**config.mk**
```make
export PLATFORM = sky130hd
export DESIGN_NAME = uart_rx
export DESIGN_NICKNAME = d
export VERILOG_FILES = /design/src/rtl/uart_pkg.sv /design/src/rtl/uart_rx_sync.sv /design/src/rtl/uart_rx.sv
export SDC_FILE = /design/constraint.sdc
export NUM_CORES = 1
export LEC_CHECK = 0
export CAP_MARGIN = 20
export CORE_ASPECT_RATIO = 1.4
export CORE_UTILIZATION = 50
export DETAILED_ROUTE_END_ITERATION = 10
export PLACE_DENSITY_LB_ADDON = 0.05
export SLEW_MARGIN = 10
export SYNTH_ARGS = -nofsm -noshare
export SYNTH_HDL_FRONTEND = slang
export SYNTH_HIERARCHICAL = 1
export SYNTH_SLANG_ARGS = --single-unit
export TNS_END_PERCENT = 20
```
**constraint.sdc**
```tcl
create_clock -name clk -period 1.9 [get_ports clk]
set_input_delay 0.19 -clock clk [delete_from_list [all_inputs] [get_ports clk]]
set_output_delay 0.19 -clock clk [all_outputs]
set_load 0.01 [all_outputs]
```
**src/rtl/uart_pkg.sv**
```systemverilog
// uart_pkg -- shared types and helpers for the UART receiver and transmitter.
//   uart_rx_state_t : receiver FSM states, in frame order
//   uart_tx_state_t : transmitter FSM states
//   clk_per_bit()   : integer clock cycles per line bit
//   UART_DATA_BITS  : data bits per frame
package uart_pkg;

  localparam int UART_DATA_BITS = 8;

  typedef enum logic [2:0] {
    IDLE   = 3'd0,
    START  = 3'd1,
    DATA   = 3'd2,
    PARITY = 3'd3,
    STOP   = 3'd4
  } uart_rx_state_t;

  typedef enum logic [1:0] {
    TX_IDLE  = 2'd0,
    TX_START = 2'd1,
    TX_DATA  = 2'd2,
    TX_STOP  = 2'd3
  } uart_tx_state_t;

  function automatic int clk_per_bit(input int freq, input int baud);
    return freq / baud;
  endfunction

endpackage

```
**src/rtl/uart_rx_sync.sv**
```systemverilog
// uart_rx_sync -- 2-flop synchroniser for an asynchronous single-bit input.
//   clk, rst_n : clock, asynchronous active-low reset
//   async_i    : asynchronous input
//   sync_o     : synchronised copy, two clk cycles late
// RST_VAL sets the value both flops take in reset (1 = idle UART line).
module uart_rx_sync #(
  parameter logic RST_VAL = 1'b1
) (
  input  logic clk,
  input  logic rst_n,
  input  logic async_i,
  output logic sync_o
);

  logic [1:0] sync_pipe_q;

  always_ff @(posedge clk or negedge rst_n) begin
    if (!rst_n) sync_pipe_q <= {2{RST_VAL}};
    else        sync_pipe_q <= {sync_pipe_q[0], async_i};
  end

  assign sync_o = sync_pipe_q[1];

endmodule

```
**src/rtl/uart_rx.sv**
```systemverilog
// uart_rx -- UART receiver, 8N1, LSB first, idle-high line, mid-bit sampling.
// Optional parity: define UART_RX_PARITY_EN for 8E1/8O1 (PARITY_ODD picks the sense);
// without it the frame is 8N1 and o_parity_err is constant 0.
//   clk, rst_n    : clock, asynchronous active-low reset
//   i_rx_pin      : UART line, asynchronous to clk
//   o_data        : last good byte, held until the next good frame
//   o_data_valid  : 1-cycle strobe, o_data just updated
//   o_frame_err   : 1-cycle strobe, stop bit sampled low
//   o_parity_err  : 1-cycle strobe, parity mismatch
//   o_rx_busy     : high from start-edge detect until back in IDLE
module uart_rx
  import uart_pkg::*;
#(
  parameter int CLOCK_FREQ = 27_000_000,
  parameter int BAUD_RATE  = 115200,
  parameter int PARITY_ODD = 0
) (
  input  logic                      clk,
  input  logic                      rst_n,
  input  logic                      i_rx_pin,
  output logic [UART_DATA_BITS-1:0] o_data,
  output logic                      o_data_valid,
  output logic                      o_frame_err,
  output logic                      o_parity_err,
  output logic                      o_rx_busy
);

  localparam int CPB   = clk_per_bit(CLOCK_FREQ, BAUD_RATE);
  localparam int HALF  = CPB / 2;
  localparam int CNT_W = $clog2(CPB);
  localparam logic [CNT_W-1:0] CNT_LAST = CNT_W'(CPB - 1);
  localparam logic [CNT_W-1:0] CNT_HALF = CNT_W'(HALF - 1);

  logic rx_s;

  uart_rx_sync #(.RST_VAL(1'b1)) u_sync (
    .clk    (clk),
    .rst_n  (rst_n),
    .async_i(i_rx_pin),
    .sync_o (rx_s)
  );

  uart_rx_state_t            state_q, state_d;
  logic [CNT_W-1:0]          cnt_q, cnt_d;
  logic [2:0]                idx_q, idx_d;
  logic [UART_DATA_BITS-1:0] shift_q, shift_d;
  logic [UART_DATA_BITS-1:0] data_q, data_d;
  logic                      perr_q, perr_d;   // parity result, consumed at stop
  logic                      brk_q, brk_d;     // frame error seen, waiting for line high
  logic                      valid_q, valid_d;
  logic                      ferr_q, ferr_d;
  logic                      pstb_q, pstb_d;

`ifdef UART_RX_PARITY_EN
  localparam logic PAR_ODD = (PARITY_ODD != 0);
`endif

  always_comb begin
    state_d = state_q;
    cnt_d   = cnt_q;
    idx_d   = idx_q;
    shift_d = shift_q;
    data_d  = data_q;
    perr_d  = perr_q;
    brk_d   = brk_q;
    valid_d = 1'b0;
    ferr_d  = 1'b0;
    pstb_d  = 1'b0;
    case (state_q)
      IDLE: begin
        cnt_d  = '0;
        idx_d  = '0;
        perr_d = 1'b0;
        brk_d  = 1'b0;
        if (!rx_s) state_d = START;
      end
      START: begin
        // Re-check at mid start bit; a high line here was only a glitch.
        if (cnt_q == CNT_HALF) begin
          cnt_d   = '0;
          state_d = rx_s ? IDLE : DATA;
        end else begin
          cnt_d = cnt_q + 1'b1;
        end
      end
      DATA: begin
        if (cnt_q == CNT_LAST) begin
          cnt_d          = '0;
          shift_d[idx_q] = rx_s;
          idx_d          = idx_q + 3'd1;
          if (idx_q == 3'd7) begin
`ifdef UART_RX_PARITY_EN
            state_d = PARITY;
`else
            state_d = STOP;
`endif
          end
        end else begin
          cnt_d = cnt_q + 1'b1;
        end
      end
`ifdef UART_RX_PARITY_EN
      PARITY: begin
        if (cnt_q == CNT_LAST) begin
          cnt_d   = '0;
          perr_d  = (rx_s != ((^shift_q) ^ PAR_ODD));
          state_d = STOP;
        end else begin
          cnt_d = cnt_q + 1'b1;
        end
      end
`endif
      STOP: begin
        if (brk_q) begin
          // Break: hold busy until the line idles so only one frame error is seen.
          if (rx_s) state_d = IDLE;
        end else if (cnt_q == CNT_LAST) begin
          cnt_d = '0;
          if (rx_s) begin
            // Leaving at mid-stop leaves half a bit to catch an abutting start bit.
            state_d = IDLE;
            if (perr_q) begin
              pstb_d = 1'b1;
            end else begin
              valid_d = 1'b1;
              data_d  = shift_q;
            end
          end else begin
            ferr_d = 1'b1;
            brk_d  = 1'b1;
          end
        end else begin
          cnt_d = cnt_q + 1'b1;
        end
      end
      default: state_d = IDLE;
    endcase
  end

  always_ff @(posedge clk or negedge rst_n) begin
    if (!rst_n) begin
      state_q <= IDLE;
      cnt_q   <= '0;
      idx_q   <= '0;
      shift_q <= '0;
      data_q  <= '0;
      perr_q  <= 1'b0;
      brk_q   <= 1'b0;
      valid_q <= 1'b0;
      ferr_q  <= 1'b0;
      pstb_q  <= 1'b0;
    end else begin
      state_q <= state_d;
      cnt_q   <= cnt_d;
      idx_q   <= idx_d;
      shift_q <= shift_d;
      data_q  <= data_d;
      perr_q  <= perr_d;
      brk_q   <= brk_d;
      valid_q <= valid_d;
      ferr_q  <= ferr_d;
      pstb_q  <= pstb_d;
    end
  end

  assign o_data       = data_q;
  assign o_data_valid = valid_q;
  assign o_frame_err  = ferr_q;
  assign o_rx_busy    = (state_q != IDLE);

`ifdef UART_RX_PARITY_EN
  assign o_parity_err = pstb_q;
`else
  assign o_parity_err = 1'b0;
  logic unused_par;
  assign unused_par = ^{pstb_q, 1'(PARITY_ODD)};
`endif

endmodule
```
### Yosys cells after proc, flatten, opt, wreduce, memory -nomap -nowiden

Cells that the tools add are included.

| storage, ports and cells | value |
|---|---|
| register bits | 35 |
| input bits | 3 |
| word-level logic and storage cells | 65 |

| cells by class | value |
|---|---|
| add/sub/neg operators | 2 |
| $lt $le $gt $ge | 2 |
| equal/unequal tests | 12 |
| mux-type cells | 28 |
| bitwise logic cells | 1 |
| reductions and logical operators | 11 |

Operator list:

| kind | count |
|---|---|
| one-hot mux 8 bit (4 select lines) | 1 |
| 2-to-1 mux 3 bit | 8 |
| 2-to-1 mux 8 bit | 3 |
| one-hot mux 3 bit (4 select lines) | 1 |
| 2-to-1 mux 1 bit | 10 |
| != test 2 bit, second input constant | 5 |
| adder 8 x 1 -> 8 bit, second input constant | 1 |
| bitwise mux 8 bit | 1 |
| equality test 8 x 7 -> 1 bit, second input constant | 1 |
| equality test 8 bit, second input constant | 1 |
| equality test 3 bit, second input constant | 2 |
| one-hot mux 3 bit (2 select lines) | 1 |
| AND reduction 2 bit | 3 |
| AND reduction 5 bit | 1 |
| < comparator 3 x 4 -> 1 bit, second input constant | 1 |
| AND reduction 4 bit | 1 |
| nonzero test 2 bit | 2 |
| nonzero test 4 bit | 1 |
| adder 3 x 1 -> 3 bit, second input constant | 1 |
| demux 1 bit (select 3 bit) | 1 |
| equality test 3 x 1 -> 1 bit, second input constant | 1 |
| equality test 3 x 2 -> 1 bit, second input constant | 1 |
| >= comparator 3 x 1 -> 1 bit, second input constant | 1 |
| zero test 3 bit | 1 |
| other kinds (6) | 6 |

### Longest topological paths before layout

Gate-level depths: netlist (run 1).

| logic depth | value |
|---|---|
| word-level depth | 5 |
| depth in mapped cells | 7 |
| mapped depth without buffers | 6 |

### Modules after synthesis

Netlist (run 1), hierarchy kept.

Modules (own cells, without submodules):

| module | instances | cells each | area each (µm²) | seq. area each (µm²) |
|---|---|---|---|---|
| uart_rx | 1 | 156 | 1,706.6 | 825.8 |
| uart_rx_sync | 1 | 2 | 52.6 | 52.6 |

### Worst setup path before layout (run 1)

No wires, ideal clock.

| timing path | value |
|---|---|
| path kind | register to register |
| start point | reg state_q[0] |
| end point | reg shift_q[2] |
| library setup time | 128 ps |
| arrival time | 1,901 ps |
| data required time | 1,772 ps |
| slack | -129 ps |
| stages on the path, launching flop included | 7 |
| clock period less this slack | 2,029 ps |
| path through | dfrtp_1 > buf_6 > or3b_4 > or3_1 > buf_6 > nor4b_4 > mux2_1 |

| between the ends | value |
|---|---|
| longest elaborated chain between the ends | 2 |

Ends and longest elaborated chain:

| what | RTL line | RTL |
|---|---|---|
| start, declared | uart_rx.sv:43 | `uart_rx_state_t state_q, state_d;` |
| start signal, assigned | uart_rx.sv:153 | `state_q <= state_d;` |
| equality test 3 x 2 -> 1 bit | uart_rx.sv:69 | `case (state_q)` |
| AND reduction 2 bit (no line) | - |  |
| end signal, assigned | uart_rx.sv:156 | `shift_q <= shift_d;` |
| end, declared | uart_rx.sv:46 | `logic [UART_DATA_BITS-1:0] shift_q, shift_d;` |

Every way passes these cells.
A chain may end at the register's enable or synchronous reset.

### Worst setup path after layout (run 1)

| timing path | value |
|---|---|
| start point | reg state_q[2] |
| end point | reg shift_q[4] |

The elaborated chain is that of the path after synthesis.

==> impl_metrics.tcl, run 1 <==
set metrics [dict create \
    synth_flop_cell "dfrtp_1" \
    routed_via_density 5.81 \
    cp-start-kind "flop" \
    ys_warn_count 6 \
    slew_headroom_pct 66.9 \
    yosysTopAreaCellShare_pct 46.9 \
    clockBufferDepth 2 \
    dp_hpwl_mm 2.66 \
    synth_xor_area_share_pct 1.49 \
    yosys.area_share.simple_pct 20.0 \
    clk_pin_slew_ps 70 \
    fmax_mhz 517 \
    synth_cells 158 \
    design_area_sq_um 2210 \
    r2r_slack_ps -30 \
    worst-r2r-cell-count 4 \
    multi_input_area_sq_um 851 \
    drive_gt1_share_pct 33.3 \
    synth_area_leaders "dfrtp_1 (47%), mux2_2 (9.0%), ha_1 (3.6%), dfstp_2 (3.0%), nor3_1 (2.6%)" \
    cts_made_buffers 5 \
    grt_overflow_total 0 \
    cts.sinks 35 \
    leakage_uw 0.00102 \
    timing.rr.start "state_q[2]" \
    layout_setup_ws_ps -33.9 \
    io_pins 15 \
    syn_area_per_cell_sq_um 11.1 \
    critPathCaptureType "flop" \
    hold_path_class "in -> async" \
    synth.distinct_cells 45 \
    synth_fa_ha_area_share_pct 3.56 \
    fp-row-count 25 \
    synth_top_family_by_area "simple AND/OR/NAND/NOR gates" \
    critPathLaunch "state_q[2]" \
    die_area_sq_um 3760 \
    hold_buffers 0 \
    area_growth_pct 25.4 \
    r2r_end "shift_q[4]" \
    dpl_worst_slack_ps -112 \
    min_period_over_period_pct 102 \
    critPathArrivalTime_ps 2090 \
    synth.most_common_cell "dfrtp_1" \
    drt-total-wl_mm 3.76 \
    nFillCells 284 \
    drc_errors 0 \
    core_sq_um 3380 \
    ys_async_sr_fraction_pct 100 \
    swShare_pct 20.7 \
    grt_setup_unrepaired "true" \
    start_util_pct 52.1 \
    muxShareOfSynthArea_pct 10.8 \
    power_frac_clock_pct 41.3 \
    synthesis.nets 166 \
    avgRoutedWirePerCell_um 16.2 \
    p_switching_uw 274 \
    cellPowerDensity_nw_per_um2 599 \
    synth_compound_area_share_pct 8.96 \
    ant_nets 0 \
    numPortBuffers 13 \
    worstMarginPinSlew_ps 493 \
    die_x_um 52.1 \
    cp-endpoint "shift_q[4]" \
    gr-usage-all-layers_pct 22.4 \
    cp_max_fo 5 \
    seq_power_share_pct 56.8 \
    violations "negative setup slack" \
    antennaDiodeCount 0 \
    grt_max_degree 36 \
    synth_edf_count 0 \
    grt_pass1_vias 1403 \
    grt_pass1_wl_mm 6.12 \
    drt-initial-drc-count 56 \
    synth.top_cells.by_count "dfrtp_1 (33), mux2_2 (14), nor2_1 (11), nor3_1 (9)" \
    outcome "complete, but fails checks" \
    synth_area_sq_um 1760 \
    regArea_sq_um 878 \
    ctsHtreeMaxLevel 2 \
    setup_violations 4 \
    placed_area_sq_um 2050 \
    required_ps 2060 \
    drtPass1Iterations 4 \
    nets 199 \
    crit_type "reg -> reg" \
    period_needed_ps 1930 \
    ir_drop_v 0.000609 \
    maxCapViolCount 0 \
    skew_ps 8.81 \
    antenna_found_initial 0 \
    p_int_uw 1050 \
    tritoncts "done" \
    drv_slew 0 \
    synth_seq_area_share_pct 49.9 \
    ys_ff_latch 35 \
    combPwrFrac_pct 2.0 \
    routabilityCongestion 0.880 \
    hold_viol_final 0 \
    yosysTopAreaCell "dfrtp_1" \
    clock_latency_ps 280 \
    vias 1347 \
    die_h_um 72.2 \
    root_buffer "clkbuf_8" \
]
final cells by class:
cell class / count / area share (%)
well taps: 40 / 2.27
clock inverters: 1 / 0.227
clock buffers: 7 / 3.91
repair buffers: 37 / 14.4
flip-flops and latches: 35 / 39.8
inverters: 5 / 0.851
multi-input cells: 107 / 38.6
worst max-delay path, stage by stage, from the launching register on:
cell and delay [ps]:
dfrtp_1 400, or3b_4 390, or3_4 420, nor4b_2 240
mux2_1 350
timing repair:
item | CTS | global route
setup endpoints to repair | 15 | 18
setup buffers | 0 | 0
resized for setup | 6 | 8
pin swaps | 0 | 1
per-layer routing:
layer,share of wire [%],global-route usage [%],up-vias
li1,-,-,632
met1,37,23.8,669
met2,58,40.6,40
met3,3.6,5.03,6
met4,1.5,10.8,0
met5,0,0,-
cell usage in the layout, fill, tap and decap left out, types with 2 or more instances in the layout:
cell type and instances:
clkbuf_8 6, nand2_1 7, dfstp_2 2, nand3_1 4, nand4b_1 2, inv_1 4
clkdlybuf4s50_1 12, ha_1 4, nor2_1 10, o211ai_1 2, or3b_4 2, nor3_1 8
dfrtp_1 33, nor4_1 2, a22o_1 2, o21ai_0 6, nand4_1 3, buf_4 23
xor2_1 2, mux2_2 14, a21oi_2 2, and3_1 7, a21oi_1 5
state kept, by name (all words and copies together) (netlist names), 2 cells and up:
register and count:
shift_q 8, idx_q 3, o_data 8, state_q 3
cnt_q 8, u_sync/sync_pipe_q 2
worst min path at each step:
stage | from | end | slack [ps] | cells past startpoint
final | rst_n | cnt_q[1] | 310 | 2
after CTS | i_rx_pin | u_sync/sync_pipe_q[0] | 310 | 1
after detailed placement | u_sync/sync_pipe_q[0] | u_sync/sync_pipe_q[1] | 350 | 0
after floorplan | rst_n | brk_q | -110 | 0
after global routing | i_rx_pin | u_sync/sync_pipe_q[0] | 320 | 1
after global placement | u_sync/sync_pipe_q[0] | u_sync/sync_pipe_q[1] | 350 | 0
per-stage QoR:
stage	std cells	utilization, %	total power [uW]	hold slack [ps]	setup TNS [ps]
floorplan	158	-	769	-106	-525
global placement	224	60.7	791	346	-273
detailed placement	224	60.7	791	349	-970
CTS	232	64.1	1340	311	-101
global route	232	65.3	1380	317	-258
finish	232	65.3	1320	307	-96.8
power by group through the flow:
stage | Sequential [uW] | Combinational (uW) | Clock, uW
2_1_floorplan | 764 | 4.80 | 0
3_3_place_gp | 764 | 27.0 | 0
3_5_place_dp | 764 | 27.5 | 0
4_1_cts | 750 | 27.6 | 558
5_1_grt | 749 | 31.0 | 598
6_report | 750 | 26.1 | 545
cells by family after synthesis:
family,after synthesis
buffers and inverters,16
XOR/XNOR,3
flip-flops,35
AO/OA/AOI/OAI,24
multiplexers,17
AND/OR/NAND/NOR,57
adder cells (fa/ha/maj),5
other,1
No activity file was read; power rests on OpenSTA's default activity.
==> inputs of run 2 (changes only) <==
- HOLD_SLACK_MARGIN: unset -> 0.12
==> results of run 2 <==
Same layout as run 1: the final DEF is identical, and so are final timing and power.
